File: src/rtl/mem_port_arbiter.sv
// Shares one single-port synchronous memory between the loader, instruction fetch
// and data requesters. Each grant runs a fixed IDLE -> ISSUE -> RESP transaction.
module mem_port_arbiter #(
    parameter int AW = 32,
    parameter int DW = 32
) (
    input  logic          CLK,
    input  logic          RST,
    input  logic          ld_req,
    input  logic          ld_we,
    input  logic [AW-1:0] ld_addr,
    input  logic [DW-1:0] ld_wdata,
    output logic          ld_ack,
    output logic [DW-1:0] ld_rdata,
    input  logic          if_req,
    input  logic [AW-1:0] if_addr,
    output logic          if_ack,
    output logic [DW-1:0] if_rdata,
    input  logic          dm_req,
    input  logic          dm_we,
    input  logic [AW-1:0] dm_addr,
    input  logic [DW-1:0] dm_wdata,
    output logic          dm_ack,
    output logic [DW-1:0] dm_rdata,
    output logic          mem_en,
    output logic          mem_we,
    output logic [AW-1:0] mem_addr,
    output logic [DW-1:0] mem_wdata,
    input  logic [DW-1:0] mem_rdata,
    output logic [1:0]    grant,
    output logic          busy
);

    typedef enum logic [1:0] {
        IDLE  = 2'd0,
        ISSUE = 2'd1,
        RESP  = 2'd2
    } state_t;

    localparam logic [1:0] GNT_NONE = 2'b00;
    localparam logic [1:0] GNT_LD   = 2'b01;
    localparam logic [1:0] GNT_IF   = 2'b10;
    localparam logic [1:0] GNT_DM   = 2'b11;

    state_t          r_state;
    state_t          w_nextState;
    logic [1:0]      r_grant;
    logic [1:0]      w_winner;
    logic            r_rr;
    logic            r_ldAck;
    logic            r_ifAck;
    logic            r_dmAck;
    logic [DW-1:0]   r_ldRdata;
    logic [DW-1:0]   r_ifRdata;
    logic [DW-1:0]   r_dmRdata;
    logic            r_memWe;
    logic [AW-1:0]   r_memAddr;
    logic [DW-1:0]   r_memWdata;
    logic            w_ldElig;
    logic            w_ifElig;
    logic            w_dmElig;
    logic [AW-1:0]   w_selAddr;
    logic            w_selWe;
    logic [DW-1:0]   w_selWdata;

    // A port whose ack is showing this cycle sits out, so a requester dropping req is not re-granted.
    assign w_ldElig = ld_req & ~r_ldAck;
    assign w_ifElig = if_req & ~r_ifAck;
    assign w_dmElig = dm_req & ~r_dmAck;

    always_comb begin
        w_winner = GNT_NONE;
        if (w_ldElig) begin
            w_winner = GNT_LD;
        end else if (w_ifElig && w_dmElig) begin
            w_winner = r_rr ? GNT_DM : GNT_IF;
        end else if (w_ifElig) begin
            w_winner = GNT_IF;
        end else if (w_dmElig) begin
            w_winner = GNT_DM;
        end
    end

    always_comb begin
        w_selAddr  = '0;
        w_selWe    = 1'b0;
        w_selWdata = '0;
        case (w_winner)
            GNT_LD: begin
                w_selAddr  = ld_addr;
                w_selWe    = ld_we;
                w_selWdata = ld_wdata;
            end
            GNT_IF: begin
                w_selAddr  = if_addr;
            end
            GNT_DM: begin
                w_selAddr  = dm_addr;
                w_selWe    = dm_we;
                w_selWdata = dm_wdata;
            end
            default: ;
        endcase
    end

    always_comb begin
        w_nextState = r_state;
        case (r_state)
            IDLE:    if (w_winner != GNT_NONE) w_nextState = ISSUE;
            ISSUE:   w_nextState = RESP;
            RESP:    w_nextState = IDLE;
            default: w_nextState = IDLE;
        endcase
    end

    always_ff @(posedge CLK) begin
        if (RST) begin
            r_state <= IDLE;
        end else begin
            r_state <= w_nextState;
        end
    end

    // Payload is latched only at grant; read data lands in RESP, one cycle after the strobe.
    always_ff @(posedge CLK) begin
        if (RST) begin
            r_grant    <= GNT_NONE;
            r_rr       <= 1'b0;
            r_ldAck    <= 1'b0;
            r_ifAck    <= 1'b0;
            r_dmAck    <= 1'b0;
            r_ldRdata  <= '0;
            r_ifRdata  <= '0;
            r_dmRdata  <= '0;
            r_memWe    <= 1'b0;
            r_memAddr  <= '0;
            r_memWdata <= '0;
        end else begin
            r_ldAck <= 1'b0;
            r_ifAck <= 1'b0;
            r_dmAck <= 1'b0;
            case (r_state)
                IDLE: begin
                    if (w_winner != GNT_NONE) begin
                        r_grant    <= w_winner;
                        r_memAddr  <= w_selAddr;
                        r_memWe    <= w_selWe;
                        r_memWdata <= w_selWdata;
                    end
                end
                RESP: begin
                    case (r_grant)
                        GNT_LD: begin
                            r_ldAck <= 1'b1;
                            if (!r_memWe) r_ldRdata <= mem_rdata;
                        end
                        GNT_IF: begin
                            r_ifAck <= 1'b1;
                            if (!r_memWe) r_ifRdata <= mem_rdata;
                            r_rr    <= 1'b1;
                        end
                        GNT_DM: begin
                            r_dmAck <= 1'b1;
                            if (!r_memWe) r_dmRdata <= mem_rdata;
                            r_rr    <= 1'b0;
                        end
                        default: ;
                    endcase
                    r_grant <= GNT_NONE;
                end
                default: ;
            endcase
        end
    end

    assign mem_en    = (r_state == ISSUE);
    assign busy      = (r_state != IDLE);
    assign mem_we    = r_memWe;
    assign mem_addr  = r_memAddr;
    assign mem_wdata = r_memWdata;
    assign grant     = r_grant;
    assign ld_ack    = r_ldAck;
    assign if_ack    = r_ifAck;
    assign dm_ack    = r_dmAck;
    assign ld_rdata  = r_ldRdata;
    assign if_rdata  = r_ifRdata;
    assign dm_rdata  = r_dmRdata;

endmodule

File: config.mk
export PLATFORM = sky130hd
export DESIGN_NAME = mem_port_arbiter
export DESIGN_NICKNAME = d
export VERILOG_FILES = /design/src/rtl/mem_port_arbiter.sv
export SDC_FILE = /design/constraint.sdc
export NUM_CORES = 1
export LEC_CHECK = 0
export BUFFER_PORTS_ARGS = -buffer_cell sky130_fd_sc_hd__buf_2
export CAP_MARGIN = 10
export CORE_MARGIN = 2
export CORE_UTILIZATION = 25
export CTS_CLUSTER_DIAMETER = 50
export CTS_CLUSTER_SIZE = 20
export DETAILED_ROUTE_END_ITERATION = 12
export PLACE_DENSITY = 0.47
export SYNTH_ARGS = -nofsm -noshare
export SYNTH_HDL_FRONTEND = slang
export SYNTH_SLANG_ARGS = --single-unit
File: constraint.sdc
create_clock -name CLK -period 1.7 [get_ports CLK]
set_input_delay 0.255 -clock CLK [delete_from_list [all_inputs] [get_ports CLK]]
set_output_delay 0.255 -clock CLK [all_outputs]
set_load 0.005 [all_outputs]
==> results.txt, run 1 <==
status -> finished clean
cells after synthesis -> 761
Buffers on Ports -> 366
CTS Buf Count -> 17
RSZ-0062 raised after global routing -> no
syn_area_per_cell -> 8.51 µm²
H-tree depth -> 4
worst min-delay path class -> primary input to register
Routed Antenna Nets -> 0
DP Wirelength -> 17700 µm
total power -> 9.44 mW
critical path arrival -> 1.94 ns
Chip Width -> 165 µm
syn_nets -> 960
# IOs -> 367
gp weighted congestion -> 0.784
setup slack after layout -> 0.102 ns
CP cell instances -> nor2b_4 -> o31a_2 -> buf_4 -> nor2_2 -> buf_12 -> o2bb2ai_1
worst slew pin tran -> 0.437 ns
P_leak -> 4.15 nW
Initial Util -> 0.256
r2r startpoint -> ld_ack
Peak Freq -> 0.626 GHz
Sink Count -> 169
Yosys warning count -> 0
largest net degree at the start of global routing -> 60
Placement Rows -> 58
Layout area overhead -> 45.6%
pre-CTS WS -> 0.0916 ns
largest delay contributor family on the critical path -> compound AO/OA/AOI/OAI gates
post-route setup TNS -> 0 ns
via count -> 6682
critical path type -> register to register
sequential share of the synthesized area -> 0.523
Critical Path RT -> 2.05 ns
vias in the first global route -> 6431
routed vias/inst -> 4.61
clk root buf -> clkbuf_16
HP Start -> ld_addr[24]
element type at the critical path end -> register
most common cell after layout, fill and taps aside -> buf_2
PwrDens -> 1000 mW/mm²
Worst Clk Skew -> 0.0127 ns
commonest non-fill, non-tap cells in the layout -> buf_2 (365), nand2_1 (226), dfxtp_1 (168)
DR WL/cell -> 17.2 µm
Critical Path Max Stage Delay -> 0.41 ns
fin crit period -> 1.60 ns
Synth Register Bits -> 169
TritonCTS clock tree -> yes
Max VDD drop -> 577 µV
Max Cap Viol -> 0
share of post-route cells with drive strength above 1 -> 0.393
# setup viols final -> 0
Crit-path slowest cell -> o31a_2
Finished Layout Cells -> 1448
GRT Overall Usage -> 0.181
Initial DRC Count -> 375
grt ovf -> 0
# DRC -> 0
CP bufs+invs -> 2
worst rel slew slack -> 0.708
Die Span Y -> 165 µm
Slew Viols, Final -> 0
Critical Path Start Type -> register
final hold vios -> 0
initial antenna violation count -> 0
Worst Setup SP -> ld_ack
DRT Pass-1 Iters -> 4
final WL -> 24900 µm
worst hold slack -> 0.0924 ns
fin area -> 0.00942 mm²
Nets -> 1305
Distinct cells, synth -> 34
clock buffer depth -> 2
global-route wire length before repair -> 37500 µm
Synth Cell Area -> 0.00647 mm²
Cell Area, Placed -> 0.00882 mm²
final core occ -> 0.372
Tcrit/Tclk final -> 0.940
# hold bufs at CTS -> 0
Placed Instances -> 1416
antenna fix cells -> 0
Die ar. -> 0.0272 mm²
Clk Latency, worst-skew pair -> 0.42 ns
Placeable Area -> 0.0253 mm²
Clock Pin Slew Worst Setup and Hold Paths -> 0.07 ns
critical path fanouts, max -> 33
## area by class of cell
class	instances	area (µm²)
tap	330	413
inverter	1	3.75
fill	2702	15900
clock inverter	14	166
multi-input combinational	522	2810
clock buffer	17	425
timing repair buffer	395	2210
sequential	169	3380
## path summary, 6_finish.rpt
| path | endpoint | slack [ns] | cells after the start |
|---|---|---|---|
| worst max-delay path | mem_wdata[23] | 0.10 | 6 |
| worst min-delay path | mem_addr[24] | 0.09 | 3 |
| worst max register to register | mem_wdata[23] | 0.10 | 6 |
| worst min register to register | dm_rdata[26] | 0.45 | 2 |
## report_power, final
part	switching [mW]	leakage (nW)	internal, mW
combinational	0.669	2.48	0.569
sequential	0.0973	1.38	4.15
clock	1.76	0.289	2.20
## cell usage after synthesis, drive strengths merged
cell / n / area, µm²
buf: 38 / 208
nand4bb: 1 / 11.3
nor3b: 1 / 7.51
inv: 1 / 3.75
nor4b: 2 / 23.8
nor2b: 5 / 31.3
a311oi: 32 / 280
nand2b: 2 / 12.5
a22oi: 65 / 488
clkbuf: 31 / 116
nand3b: 2 / 15.0
or4: 1 / 7.51
a211oi: 1 / 12.5
or3: 1 / 6.26
o2bb2ai: 33 / 289
nor3: 3 / 20.0
or2: 1 / 6.26
a21oi: 98 / 490
or4b: 1 / 10.0
o21ai: 1 / 5.00
o31a: 1 / 8.76
dfxtp: 169 / 3380
nor4: 2 / 18.8
a31oi: 1 / 6.26
nor2: 41 / 156
nand2: 227 / 855
## sequential cells by signal, summed over array words and instances, names as in the netlist
| register | count |
|---|---|
| mem_addr | 32 |
| if_rdata | 32 |
| r_state | 2 |
| if_ack | 1 |
| grant | 2 |
| ld_ack | 1 |
| mem_we | 1 |
| dm_rdata | 32 |
| dm_ack | 1 |
| mem_wdata | 32 |
| ld_rdata | 32 |
| r_rr | 1 |
## cells by family (layout without fill, tap and decap cells)
kind of cell,Yosys count,count (layout),share of synthesized area
DFF,169,169,0.523
AOI/OAI and AO/OA,232,232,0.244
and+or+nand+nor,290,290,0.182
buffers and inverters,70,427,0.0506
## worst reg2reg max path: stages (launching register included)
cell	delay, ns
dfxtp_1	0.38
nor2b_4	0.10
o31a_2	0.42
buf_4	0.15
nor2_2	0.12
buf_12	0.21
o2bb2ai_1	0.15
## what timing repair did
item / 4_1_cts / 5_1_grt
setup buffers: 0 / 1
gates resized for setup: 0 / 3
setup endpoints to repair: 0 / 18
## layer usage
layer / vias up / GRT usage / routed length (µm)
li1: 3358 / - / -
met1: 3069 / 0.217 / 10500
met2: 239 / 0.325 / 12500
met3: 16 / 0.0497 / 1700
met4: 0 / 0.0379 / 239
met5: - / 0 / 0
No activity file was read; power rests on OpenSTA's default activity.
==> run 2, diff against run 1 <==
Settings changed: MAX_ROUTING_LAYER set to met4.
==> run 2 against run 1 <==
Against the previous run:
- sequential share of layout area unchanged
- critical path depth unchanged
- register-to-register slack about the same
- routed wire length increased by 0.41%
- largest power group unchanged
- worst hold slack got worse by 0.0017 ns
- non-clock buffer count unchanged
- sequential power about the same
- clock skew about the same
- critical path type unchanged
==> results.txt, run 2 (synthesized netlist as in run 1, its figures left out) <==
status -> finished clean
Initial DRC Count -> 377 (+0.53%)
Critical Path Max Stage Delay -> 0.41 ns (about the same)
element type at the critical path end -> register
critical path arrival -> 1.95 ns (about the same)
# IOs -> 367 (unchanged)
Sink Count -> 169 (unchanged)
gp weighted congestion -> 0.797 (+1.6%)
setup slack after layout -> 0.0998 ns (-0.00260 ns)
worst hold slack -> 0.0907 ns (-0.00167 ns)
critical path type -> register to register
largest delay contributor family on the critical path -> compound AO/OA/AOI/OAI gates
clk root buf -> clkbuf_16
GRT Overall Usage -> 0.187 (+0.00519)
Placement Rows -> 58 (unchanged)
global-route wire length before repair -> 37400 µm (-0.17%)
Hold Path Cell Cnt -> 3 (unchanged)
Max Cap Viol -> 0 (unchanged)
Cell Area, Placed -> 0.00882 mm² (unchanged)
CP cell instances -> nor2b_4 -> o31a_2 -> buf_4 -> nor2_2 -> buf_12 -> o2bb2ai_1
fin area -> 0.00942 mm² (unchanged)
via count -> 6691 (+0.13%)
H-tree depth -> 4 (unchanged)
commonest non-fill, non-tap cells in the layout -> buf_2 (365), nand2_1 (226), dfxtp_1 (168)
Routed Antenna Nets -> 0 (unchanged)
Nets -> 1305 (unchanged)
initial antenna violation count -> 0 (unchanged)
vias in the first global route -> 6441 (+0.16%)
HP Start -> mem_rdata[17]
final hold vios -> 0 (unchanged)
worst min-delay path class -> primary input to register
clock buffer depth -> 2 (unchanged)
Peak Freq -> 0.625 GHz (-0.16%)
P_leak -> 4.15 nW (unchanged)
DRT Pass-1 Iters -> 4 (unchanged)
CTS Buf Count -> 17 (unchanged)
antenna fix cells -> 0 (unchanged)
Die Span Y -> 165 µm (unchanged)
# setup viols final -> 0 (unchanged)
pre-CTS WS -> 0.0916 ns (unchanged)
Layout area overhead -> 45.6% (unchanged)
r2r startpoint -> ld_ack
post-route setup TNS -> 0 ns (unchanged)
grt ovf -> 0 (unchanged)
Chip Width -> 165 µm (unchanged)
DP Wirelength -> 17700 µm (unchanged)
CP bufs+invs -> 2 (unchanged)
Clk Latency, worst-skew pair -> 0.42 ns (about the same)
DR WL/cell -> 17.3 µm (+0.41%)
reg-to-reg slack, setup -> 0.1 ns (about the same)
TritonCTS clock tree -> yes
Worst Hold Path EP -> if_rdata[17]
Buffers on Ports -> 366 (unchanged)
worst rel slew slack -> 0.708 (unchanged)
routed vias/inst -> 4.62 (+0.13%)
worst slew pin tran -> 0.437 ns (unchanged)
RR Endpoint -> mem_wdata[23]
Slew Viols, Final -> 0 (unchanged)
final WL -> 25000 µm (+0.41%)
Critical Path Start Type -> register
Clock Pin Slew Worst Setup and Hold Paths -> 0.07 ns (about the same)
Worst Clk Skew -> 0.0127 ns (-0.0000175 ns)
Initial Util -> 0.256 (unchanged)
share of post-route cells with drive strength above 1 -> 0.393 (unchanged)
Max VDD drop -> 573 µV (-0.68%)
critical path fanouts, max -> 33 (unchanged)
fin crit period -> 1.60 ns (+0.00260 ns)
largest net degree at the start of global routing -> 60 (unchanged)
Fillers -> 2702 (unchanged)
Placeable Area -> 0.0253 mm² (unchanged)
# DRC -> 0 (unchanged)
most common cell after layout, fill and taps aside -> buf_2
worst-case reg-to-reg path depth -> 6 (unchanged)
Tcrit/Tclk final -> 0.941 (+0.00153)
PwrDens -> 1000 mW/mm² (about the same)
Die ar. -> 0.0272 mm² (unchanged)
Critical Path RT -> 2.05 ns (about the same)
Crit-path slowest cell -> o31a_2
RSZ-0062 raised after global routing -> no
## run 2: per-stage QoR
stage,total power [mW],utilization,instances
final,9.45,0.372,1448
after global routing,9.90,0.372,1448
after floorplan,4.86,-,761
after CTS,9.60,0.371,1447
after detailed placement,5.59,0.348,1416
after global placement,5.59,0.348,1416
## run 2: worst max-delay path by stage
stage / start / end / slack, ns / cells past startpoint
after floorplan: r_state[1] / dm_rdata[1] / 0.17 / 6
after global placement: r_state[1] / mem_addr[13] / 0.12 / 6
after detailed placement: r_state[1] / mem_addr[17] / 0.09 / 6
after CTS: r_state[1] / busy / 0.04 / 4
after global routing: dm_ack / mem_addr[17] / 0.01 / 5
final: ld_ack / mem_wdata[23] / 0.1 / 6
## run 2: worst reg2reg max path, cell delays in order, from the launching register on
cell and delay [ns]:
dfxtp_1 0.38, nor2b_4 0.10, o31a_2 0.42, buf_4 0.15
nor2_2 0.12, buf_12 0.20, o2bb2ai_1 0.16
## run 2: report_power, final
group / total [mW] / internal, mW / switching (mW) / leakage, nW
clock: 3.96 / 2.20 / 1.76 / 0.289
sequential: 4.24 / 4.15 / 0.0971 / 1.38
combinational: 1.24 / 0.569 / 0.671 / 2.48
## run 2: cell type report
type,instances,area [µm²],area share
flip-flops and latches,169,3380,0.359
multi-input cells,522,2810,0.299
repair buffers,395,2210,0.235
clock buffers,17,425,0.0452
well taps,330,413,0.0438
clock inverters,14,166,0.0177
inverters,1,3.75,0.000398
## run 2: layer usage
metal,routed length [µm],share of wire,vias up,track usage
met5,0,0,-,-
met4,237,0.0095,0,0.0379
met3,1610,0.064,16,0.0447
met2,12500,0.50,242,0.325
met1,10700,0.43,3075,0.220
li1,-,-,3358,-
## run 2: what timing repair did
item	CTS	global route
gates resized for setup	0	3
setup buffers	0	1
setup endpoints to repair	0	18
hold buffers	0	0
